## src/rtl/boton_acondicionador.sv

```systemverilog
// -----------------------------------------------------------------------------
// boton_acondicionador
//
// Conditions the raw push-button pins feeding controlprincipal. Each channel is
// polarity-normalised, passed through a 2-FF synchroniser and then debounced by
// a small FSM (IDLE -> ARM -> ON -> DISARM). Downstream logic consumes the
// clean level and the single-cycle press / release / long-press pulses.
// Channels are fully independent.
//
// Optional feature macro: BOTON_LONGPRESS_EN
//   defined   : hold counter, long-fired flag and btn_long pulse are built.
//   undefined : btn_long is tied to 0; level/press/release are unchanged.
//
// Ports:
//   clk          in   system clock, all logic on the rising edge
//   rst_n        in   synchronous active-low reset
//   btn_raw      in   [N_BTN] raw asynchronous button pins
//   btn_level    out  [N_BTN] debounced level, 1 = pressed
//   btn_press    out  [N_BTN] 1-cycle pulse on debounced press
//   btn_release  out  [N_BTN] 1-cycle pulse on debounced release
//   btn_long     out  [N_BTN] 1-cycle pulse once per press after LONG_CYC hold
// -----------------------------------------------------------------------------
module boton_acondicionador #(
  parameter int N_BTN       = 8,
  parameter int CLK_HZ      = 50_000_000,
  parameter int DEBOUNCE_MS = 20,
  parameter int LONG_MS     = 1000,
  parameter int ACTIVE_LOW  = 1
) (
  input  logic             clk,
  input  logic             rst_n,
  input  logic [N_BTN-1:0] btn_raw,
  output logic [N_BTN-1:0] btn_level,
  output logic [N_BTN-1:0] btn_press,
  output logic [N_BTN-1:0] btn_release,
  output logic [N_BTN-1:0] btn_long
);

  localparam int DEB_CYC = (CLK_HZ / 1000) * DEBOUNCE_MS;
  localparam int DW      = $clog2(DEB_CYC + 1);
`ifdef BOTON_LONGPRESS_EN
  localparam int LONG_CYC = (CLK_HZ / 1000) * LONG_MS;
  localparam int HW       = $clog2(LONG_CYC + 1);
`endif

  // Elaboration-time parameter sanity checks.
  if (DEBOUNCE_MS <= 0) begin : g_chk_debounce
    $error("boton_acondicionador: DEBOUNCE_MS must be greater than 0");
  end
  if (LONG_MS <= 0) begin : g_chk_long
    $error("boton_acondicionador: LONG_MS must be greater than 0");
  end

  typedef enum logic [1:0] {
    IDLE,
    ARM,
    ON,
    DISARM
  } state_t;

  // Input stage: normalise to 1 = pressed, then synchronise.
  logic [N_BTN-1:0] pressed_raw;
  logic [N_BTN-1:0] sync1;
  logic [N_BTN-1:0] s;

  assign pressed_raw = (ACTIVE_LOW != 0) ? ~btn_raw : btn_raw;

  // NOTE: sequential state uses non-blocking (<=) so every flop samples the
  // pre-edge values; blocking here would collapse the 2-FF chain into one.
  always_ff @(posedge clk) begin
    if (!rst_n) begin
      sync1 <= '0;
      s     <= '0;
    end else begin
      sync1 <= pressed_raw;
      s     <= sync1;
    end
  end

  for (genvar i = 0; i < N_BTN; i++) begin : g_ch
    state_t        state, state_nxt;
    logic [DW-1:0] cnt, cnt_nxt;
    logic          press_nxt, release_nxt;
    logic          level_q, press_q, release_q;

    // NOTE: every output of this block gets a default first; a path that
    // skipped an assignment would otherwise infer a latch.
    always_comb begin
      state_nxt   = state;
      cnt_nxt     = cnt;
      press_nxt   = 1'b0;
      release_nxt = 1'b0;
      unique case (state)
        IDLE: begin
          if (s[i]) begin
            state_nxt = ARM;
            cnt_nxt   = DW'(1);
          end
        end
        ARM: begin
          if (!s[i]) begin
            state_nxt = IDLE;
            cnt_nxt   = '0;
          end else if (cnt == DW'(DEB_CYC)) begin
            state_nxt = ON;
            cnt_nxt   = '0;
            press_nxt = 1'b1;
          end else begin
            cnt_nxt = cnt + 1'b1;
          end
        end
        ON: begin
          if (!s[i]) begin
            state_nxt = DISARM;
            cnt_nxt   = DW'(1);
          end
        end
        DISARM: begin
          if (s[i]) begin
            // Bounce during release: back to ON, hold time keeps running.
            state_nxt = ON;
            cnt_nxt   = '0;
          end else if (cnt == DW'(DEB_CYC)) begin
            state_nxt   = IDLE;
            cnt_nxt     = '0;
            release_nxt = 1'b1;
          end else begin
            cnt_nxt = cnt + 1'b1;
          end
        end
        default: begin
          state_nxt = IDLE;
          cnt_nxt   = '0;
        end
      endcase
    end

    always_ff @(posedge clk) begin
      if (!rst_n) begin
        state     <= IDLE;
        cnt       <= '0;
        level_q   <= 1'b0;
        press_q   <= 1'b0;
        release_q <= 1'b0;
      end else begin
        state     <= state_nxt;
        cnt       <= cnt_nxt;
        level_q   <= (state_nxt == ON) || (state_nxt == DISARM);
        press_q   <= press_nxt;
        release_q <= release_nxt;
      end
    end

    assign btn_level[i]   = level_q;
    assign btn_press[i]   = press_q;
    assign btn_release[i] = release_q;

`ifdef BOTON_LONGPRESS_EN
    logic [HW-1:0] hold, hold_nxt;
    logic          fired, fired_nxt, long_nxt, long_q;

    // Hold time counts only in ON (paused during a DISARM excursion) and
    // saturates; the fired flag limits btn_long to one pulse per press.
    always_comb begin
      hold_nxt  = hold;
      fired_nxt = fired;
      long_nxt  = 1'b0;
      if (press_nxt || release_nxt) begin
        hold_nxt = '0;
        if (release_nxt) begin
          fired_nxt = 1'b0;
        end
      end else if (state == ON) begin
        if (hold != HW'(LONG_CYC)) begin
          hold_nxt = hold + 1'b1;
        end
        if ((hold_nxt == HW'(LONG_CYC)) && !fired) begin
          long_nxt  = 1'b1;
          fired_nxt = 1'b1;
        end
      end
    end

    always_ff @(posedge clk) begin
      if (!rst_n) begin
        hold   <= '0;
        fired  <= 1'b0;
        long_q <= 1'b0;
      end else begin
        hold   <= hold_nxt;
        fired  <= fired_nxt;
        long_q <= long_nxt;
      end
    end

    assign btn_long[i] = long_q;
`endif
  end

`ifndef BOTON_LONGPRESS_EN
  assign btn_long = '0;
`endif

endmodule
```

## config.mk

```make
export PLATFORM = sky130hd
export DESIGN_NAME = boton_acondicionador
export DESIGN_NICKNAME = d
export VERILOG_FILES = /design/src/rtl/boton_acondicionador.sv
export SDC_FILE = /design/constraint.sdc
export NUM_CORES = 1
export LEC_CHECK = 0
export ABC_CLOCK_PERIOD_IN_PS = 2600
export BUFFER_PORTS_ARGS = -buffer_cell sky130_fd_sc_hd__buf_2
export CELL_PAD_IN_SITES_DETAIL_PLACEMENT = 1
export CELL_PAD_IN_SITES_GLOBAL_PLACEMENT = 2
export CORE_MARGIN = 2
export CORE_UTILIZATION = 38
export CTS_CLUSTER_SIZE = 24
export DETAILED_ROUTE_END_ITERATION = 10
export HOLD_SLACK_MARGIN = 0.03
export PLACE_DENSITY = 0.8
export SYNTH_ARGS = -nofsm -noshare
export SYNTH_HDL_FRONTEND = slang
export SYNTH_SLANG_ARGS = --single-unit
```

## constraint.sdc

```tcl
create_clock -name clk -period 2.6 [get_ports clk]
set_input_delay 0.26 -clock clk [delete_from_list [all_inputs] [get_ports clk]]
set_output_delay 0.26 -clock clk [all_outputs]
set_load 0.005 [all_outputs]
```

==> key figures, run 1 <==
Run status
  • Status: finished, final reports clean

Die
  • Vert. Die Dim: 168 um
  • Core Area: 0.0267 mm2
  • Initial Util: 0.384
  • X dimension of the die: 168 um
  • Floorplan die area: 0.0283 mm2
  • Number of placement rows: 60
  • IO Pins: 42

Placed design
  • Post-placement cell area: 0.0106 mm2
  • Detailed placement HPWL: 16500 um
  • Number of buffers added on ports: 33
  • Final GP Congestion: 0.759
  • Pre-CTS WS: 0.224 ns

STA
  • Hold Fails Final Rpt: 0
  • Clk_skew: 0.00933 ns
  • Final period util: 0.859
  • Worst Tran Pin Value: 0.782 ns
  • Number of failing setup endpoints in the final timing report: 0
  • Max Clk Rate: 448 MHz
  • Final Critical Period: 2.23 ns
  • Slew Limit Headroom: 0.478
  • Setup tns final: 0 ns
  • Worst setup slack after layout: 0.368 ns
  • Total count of max-transition violations in the final report: 0
  • Setup repair after global routing missed its margin: no

Logic synthesis
  • Number of enable-type register cells in the synthesized netlist: 0
  • Combinational family with the most area after synthesis: simple AND/OR/NAND/NOR gates
  • Post-synthesis share of cell area spent on full adders, half adders and majority gates: 0.0195
  • Xor-xnor portion of the synthesized cell area: 0.0862
  • Synth top area share: 0.422
  • Yosys cell types: 73
  • Post-synthesis cell count: 1191
  • Post-synthesis async set-or-reset flop share: 0
  • Synthesized-area fraction occupied by ao, oa, aoi and oai cells: 0.110
  • Top post-synthesis cells by area: sky130_fd_sc_hd__dfxtp_1 (42%), sky130_fd_sc_hd__nor2_1 (6.2%), sky130_fd_sc_hd__xnor2_1 (5.3%)
  • Post-synthesis mux area share: 0.0107
  • Most used flip-flop cell after synthesis: sky130_fd_sc_hd__dfxtp_1
  • Cell area after technology mapping: 0.0103 mm2
  • Most frequently used cell type in the post-synthesis netlist: sky130_fd_sc_hd__dfxtp_1
  • Number of warnings reported in the yosys synthesis log: 0
  • Post-synthesis simple-gate area fraction: 0.295
  • Cell taking the most area after synthesis: sky130_fd_sc_hd__dfxtp_1
  • Most used standard cells in the synthesized netlist: sky130_fd_sc_hd__dfxtp_1 (216), sky130_fd_sc_hd__nor2_1 (169), sky130_fd_sc_hd__nand2_1 (84), sky130_fd_sc_hd__nand3_1 (70), sky130_fd_sc_hd__xnor2_1 (62)
  • #FFs+latches synth: 216
  • Sequential area share after synthesis: 0.422
  • Avg Inst Size Synth: 8.61 um2

Min path
  • Hold Path Stages: 2
  • Hold crit path type: primary input to flip-flop
  • Endpoint of the worst hold path: g_ch[1].state[0]
  • Hold Crit Start: rst_n

Clock network
  • CTS root buffer: sky130_fd_sc_hd__clkbuf_16
  • CTS H-tree lvls: 1
  • Clock transition at the register clock pins on the worst setup and hold paths after CTS: 0.06 ns
  • Maximum buffer depth of the clock tree: 3
  • Cts bufs inserted: 27
  • TritonCTS clock tree: done
  • Number of clock sinks: 216
  • Insertion delay to the later sink of the worst-skew pair: 0.54 ns

Layout
  • Area Overhead vs Synth: 14.6%
  • Post-layout net count: 1249
  • Layout cells sized above 1: 0.105
  • Number of diodes: 0
  • Final design instance area without fill: 0.0118 mm2

Setup path
  • Worst Setup Path Type: flip-flop to flip-flop
  • Slack of the worst reg-to-reg path: 0.37 ns
  • Slowest stage cell, crit path: sky130_fd_sc_hd__nor4_1
  • Critical R2R Capture: g_ch[5].level_q
  • Launching point of the worst reg2reg path: g_ch[5].cnt[0]
  • Arr. time, crit path: 2.65 ns
  • CP cell instances: inv_1 -> ha_1 -> nand2_1 -> or4b_4 -> nor4_1 -> mux2i_1 -> nor2_1
  • Startpoint class of the critical path: flip-flop
  • Required time of the critical path: 3.02 ns
  • Critical path fanouts, max: 4
  • FF-to-FF path depth: 7
  • Category of the worst setup path capture point: flip-flop
  • Delay contributed by the slowest stage of the critical path: 0.58 ns

Global routing
  • Aggregate global routing overflow: 0
  • Overall fraction of global-route tracks in use: 0.176
  • First-pass GRT wire length: 42600 um
  • Antenna violations before repair: 0
  • Vias in the first global route: 8638
  • Largest net degree at the start of global routing: 41

Drt
  • Initial DRT Pass Iterations: 4
  • DR vias/cell: 5.40
  • First DRT Iteration DRCs: 350
  • Total DRC errors in the routed layout: 0
  • Routed len/inst: 15.4 um
  • Post-detailed-routing wire length: 24400 um
  • Via count: 8552
  • Antenna viol nets, final: 0

Power
  • Total design power: 0.00781 W
  • Standby leakage power: 4.14 nW
  • Power density over the cells: 665 mW/mm2
  • Worst IR drop on VDD: 0.433 mV

Job
  • Maxcap violations: 0
## through the flow
| stage | instances | utilization | hold WS [ns] |
|---|---|---|---|
| after floorplan | 1198 | - | 0.327 |
| after global placement | 1527 | 0.398 | 0.417 |
| after detailed placement | 1527 | 0.398 | 0.419 |
| after CTS | 1585 | 0.439 | 0.109 |
| after global routing | 1585 | 0.440 | 0.126 |
| final | 1585 | 0.440 | 0.126 |
## how the worst max path moves through the flow
stage,slack (ns),startpoint,cells after the start,to
after CTS,0.22,g_ch[3].cnt[1],7,g_ch[3].cnt[8]
after floorplan,0.60,g_ch[5].cnt[0],8,g_ch[5].cnt[19]
after global placement,0.26,g_ch[3].cnt[1],7,g_ch[3].cnt[8]
after detailed placement,0.22,g_ch[3].cnt[1],7,g_ch[3].cnt[8]
after global routing,0.20,g_ch[7].cnt[4],6,g_ch[7].cnt[12]
final,0.37,g_ch[5].cnt[0],7,g_ch[5].level_q
## registers in the layout, indices dropped and copies added (netlist names)
signal          flops
sync1               8
g_ch.level_q        8
g_ch.release_q      8
s                   8
g_ch.press_q        8
g_ch.state         16
g_ch.cnt          160
## logic make-up (layout without fill, tap and decap cells)
logic type	count (synthesis)	after routing
buf+inv	112	158
xor+xnor	101	101
compound gates	169	169
flops	216	216
other cells	1	8
fa+ha+maj	16	16
mux	11	11
simple gates	565	565
## power breakdown
group / total, W / switching [W] / internal (W) / leakage, nW
registers: 0.00336 / 0.0000247 / 0.00333 / 1.74
logic: 0.000206 / 0.000141 / 0.0000648 / 1.89
clock network: 0.00425 / 0.00150 / 0.00275 / 0.504
total: 0.00781 / 0.00166 / 0.00615 / 4.14
## layer usage
layer / GRT usage / up-vias / wire, um
met3: 0.0219 / 26 / 483
met1: 0.241 / 4171 / 12100
li1: - / 4277 / -
met4: 0.0409 / 0 / 455
met5: 0 / - / 0
met2: 0.296 / 78 / 11400
## area by class of cell
type | instances | area [um2]
inverters | 45 | 169
flip-flops and latches | 216 | 4320
multi-input cells | 870 | 5390
clock inverters | 16 | 279
repair buffers | 63 | 410
fillers | 3152 | 15000
clock buffers | 34 | 752
well taps | 341 | 427
## worst max-delay path, delay by kind of cell, from the launching register on
family,cells,cell delay [ns]
adder cells (fa/ha/maj),1,0.15
buffers and inverters,1,0.10
flip-flops,1,0.34
multiplexers,1,0.33
AND/OR/NAND/NOR,4,1.19
## cells in the final DEF, fill, tap and decap left out, types with 31 or more instances in the layout
cell / count
sky130_fd_sc_hd__dfxtp_1: 216
sky130_fd_sc_hd__nor2_1: 169
sky130_fd_sc_hd__nand2_1: 84
sky130_fd_sc_hd__nand3_1: 70
sky130_fd_sc_hd__xnor2_1: 62
sky130_fd_sc_hd__inv_1: 44
sky130_fd_sc_hd__a21oi_1: 42
sky130_fd_sc_hd__nand4_1: 42
sky130_fd_sc_hd__xor2_1: 39
sky130_fd_sc_hd__a31oi_1: 35
sky130_fd_sc_hd__buf_2: 33
sky130_fd_sc_hd__nor3_1: 31
## what timing repair did
action                                  4_1_cts  5_1_grt
buffers inserted                              0        0
endpoints found under the setup margin        0        3
hold buffers                                  8        0
gates resized for setup                       0        1
endpoints found under the hold margin         8        0
Note: power is estimated with default switching activity, not from simulation.
==> run 2: changes to the inputs <==
--- a/config.mk
+++ b/config.mk
@@ -14,7 +14,7 @@
 export CTS_CLUSTER_SIZE = 24
 export DETAILED_ROUTE_END_ITERATION = 10
 export HOLD_SLACK_MARGIN = 0.03
-export PLACE_DENSITY = 0.8
+export PLACE_DENSITY_LB_ADDON = 0.08
 export SYNTH_ARGS = -nofsm -noshare
 export SYNTH_HDL_FRONTEND = slang
 export SYNTH_SLANG_ARGS = --single-unit
==> run 2 against run 1 <==
  * Critical path type unchanged
  * Setup slack worse by 0.050 ns
  * Register-to-register slack got worse by 0.05 ns
  * Combinational power barely moved
  * Highest routed layer unchanged
  * Sequential power hardly changed
  * Die area is the same
  * Cell area down 1.2%
  * Total power shrank 5.9%
  * Sequential share of layout area is 0.43 points higher
  * First-iteration DRC count is 2.9% higher
==> key figures, run 2 (synthesis gave the netlist of run 1 again) <==
Global routing
  • Antenna violations before repair: 0
  • Largest net degree at the start of global routing: 32
  • Vias in the first global route: 8054
  • Overall fraction of global-route tracks in use: 0.174
  • Aggregate global routing overflow: 0
  • First-pass GRT wire length: 41800 um

Setup path
  • Slack of the worst reg-to-reg path: 0.32 ns
  • Startpoint class of the critical path: flip-flop
  • Required time of the critical path: 3.05 ns
  • Slowest stage cell, crit path: sky130_fd_sc_hd__a21oi_2
  • Worst Setup Path Type: flip-flop to flip-flop
  • Critical path fanouts, max: 27
  • CP cell instances: inv_1 -> ha_1 -> nor4bb_1 -> and2_1 -> a21oi_2 -> o21ai_0 -> a31oi_1
  • Delay contributed by the slowest stage of the critical path: 0.88 ns
  • Origin of the worst setup path: g_ch[3].cnt[0]
  • Critical R2R Capture: g_ch[3].cnt[8]
  • FF-to-FF path depth: 7
  • Arr. time, crit path: 2.73 ns
  • Category of the worst setup path capture point: flip-flop
  • Launching point of the worst reg2reg path: g_ch[3].cnt[0]

Job
  • Maxcap violations: 0

Clock network
  • CTS H-tree lvls: 1
  • CTS root buffer: sky130_fd_sc_hd__clkbuf_16
  • Post-CTS setup buffers: 0
  • Cts bufs inserted: 26
  • TritonCTS clock tree: done
  • Number of clock sinks: 216
  • Maximum buffer depth of the clock tree: 3
  • Insertion delay to the later sink of the worst-skew pair: 0.52 ns
  • CTS hold repair buffers: 8
  • Clock transition at the register clock pins on the worst setup and hold paths after CTS: 0.06 ns
  • Count of instances resized after the clock tree is built: 0

Run status
  • Status: finished, final reports clean

Drt
  • Post-detailed-routing wire length: 24500 um
  • Total DRC errors in the routed layout: 0
  • DR vias/cell: 5.28
  • Initial DRT Pass Iterations: 4
  • Routed len/inst: 15.5 um
  • First DRT Iteration DRCs: 360
  • Antenna viol nets, final: 0
  • Via count: 8361

Layout
  • Most flops, register: g_ch.cnt
  • Number of flip-flops in the largest register: 160
  • Layout cells sized above 1: 0.101
  • Commonest non-fill, non-tap cell in the layout: sky130_fd_sc_hd__dfxtp_1
  • Most frequent cells in the layout: sky130_fd_sc_hd__dfxtp_1 (216), sky130_fd_sc_hd__nor2_1 (169), sky130_fd_sc_hd__nand2_1 (84), sky130_fd_sc_hd__nand3_1 (70), sky130_fd_sc_hd__xnor2_1 (62)
  • Area Overhead vs Synth: 13.2%
  • Final standard cell count with taps included and fillers excluded: 1583
  • Post-layout net count: 1249
  • Top flop regs: g_ch.cnt: 160 flops, g_ch.state: 16 flops
  • Number of diodes: 0

Placed design
  • Final GP Congestion: 0.746
  • Pre-CTS WS: 0.297 ns
  • Detailed placement HPWL: 17100 um
  • Number of buffers added on ports: 33
  • Post-placement cell count: 1528

Min path
  • Hold Path Stages: 2
  • Hold Crit Start: rst_n
  • Hold crit path type: primary input to flip-flop
  • Endpoint of the worst hold path: g_ch[3].state[0]

Die
  • Initial Util: 0.384
  • Floorplan die area: 0.0283 mm2
  • Core Area: 0.0267 mm2
  • Vert. Die Dim: 168 um
  • IO Pins: 42
  • Number of placement rows: 60
  • X dimension of the die: 168 um

STA
  • Max Clk Rate: 438 MHz
  • Worst Tran Pin Value: 1.17 ns
  • Final Critical Period: 2.28 ns
  • Fin Hold WS: 0.0773 ns
  • Setup repair after global routing missed its margin: no
  • Clk_skew: 0.00907 ns
  • Slew Limit Headroom: 0.222
  • Number of failing setup endpoints in the final timing report: 0
  • Total count of max-transition violations in the final report: 0
  • Worst setup slack after layout: 0.318 ns
  • Setup tns final: 0 ns
  • Hold Fails Final Rpt: 0
  • Final period util: 0.878

Power
  • Power density over the cells: 633 mW/mm2
  • Worst IR drop on VDD: 0.514 mV
  • Standby leakage power: 4.09 nW
  • Total design power: 0.00735 W
==> run 2: through the flow <==
stage,instance area (um2),util
6_report,11600,0.435
5_1_grt,11600,0.435
4_1_cts,11600,0.435
3_5_place_dp,10600,0.398
3_3_place_gp,10600,0.398
2_1_floorplan,10300,-
==> run 2: metal layers <==
| metal | global-route usage | part of all wire | up-vias |
|---|---|---|---|
| li1 | - | - | 4273 |
| met1 | 0.253 | 0.52 | 3988 |
| met2 | 0.274 | 0.44 | 71 |
| met3 | 0.0228 | 0.026 | 29 |
| met4 | 0.0379 | 0.017 | 0 |
| met5 | 0 | 0 | - |
==> run 2: worst max-delay path: cells and delay by family, from the launching register on <==
kind | cells | cell delay (ns)
AO/OA/AOI/OAI | 3 | 1.30
adder cells (fa/ha/maj) | 1 | 0.19
buffers and inverters | 1 | 0.04
flip-flops | 1 | 0.32
AND/OR/NAND/NOR | 2 | 0.36
==> run 2: worst max path at each step <==
stage / to / slack [ns] / depth (start not counted)
finish: g_ch[3].cnt[8] / 0.32 / 7
global route: g_ch[3].cnt[8] / 0.03 / 7
CTS: g_ch[7].cnt[10] / 0.30 / 5
detailed placement: g_ch[7].cnt[10] / 0.30 / 5
global placement: g_ch[3].cnt[8] / 0.33 / 7
floorplan: g_ch[5].cnt[19] / 0.60 / 8
==> run 2: where the power goes <==
part	internal [W]	switching [W]	total [W]	leakage, nW
clock network	0.00237	0.00142	0.00379	0.445
registers	0.00333	0.0000238	0.00336	1.74
logic	0.0000636	0.000140	0.000204	1.90
total	0.00577	0.00158	0.00735	4.09
==> run 2: final cells by class <==
class / count / area, um2
clock buffer: 36 / 739
clock inverter: 11 / 155
fill: 3125 / 15100
inverter: 45 / 169
multi-input combinational: 870 / 5380
sequential: 216 / 4320
tap: 341 / 427
timing repair buffer: 64 / 418
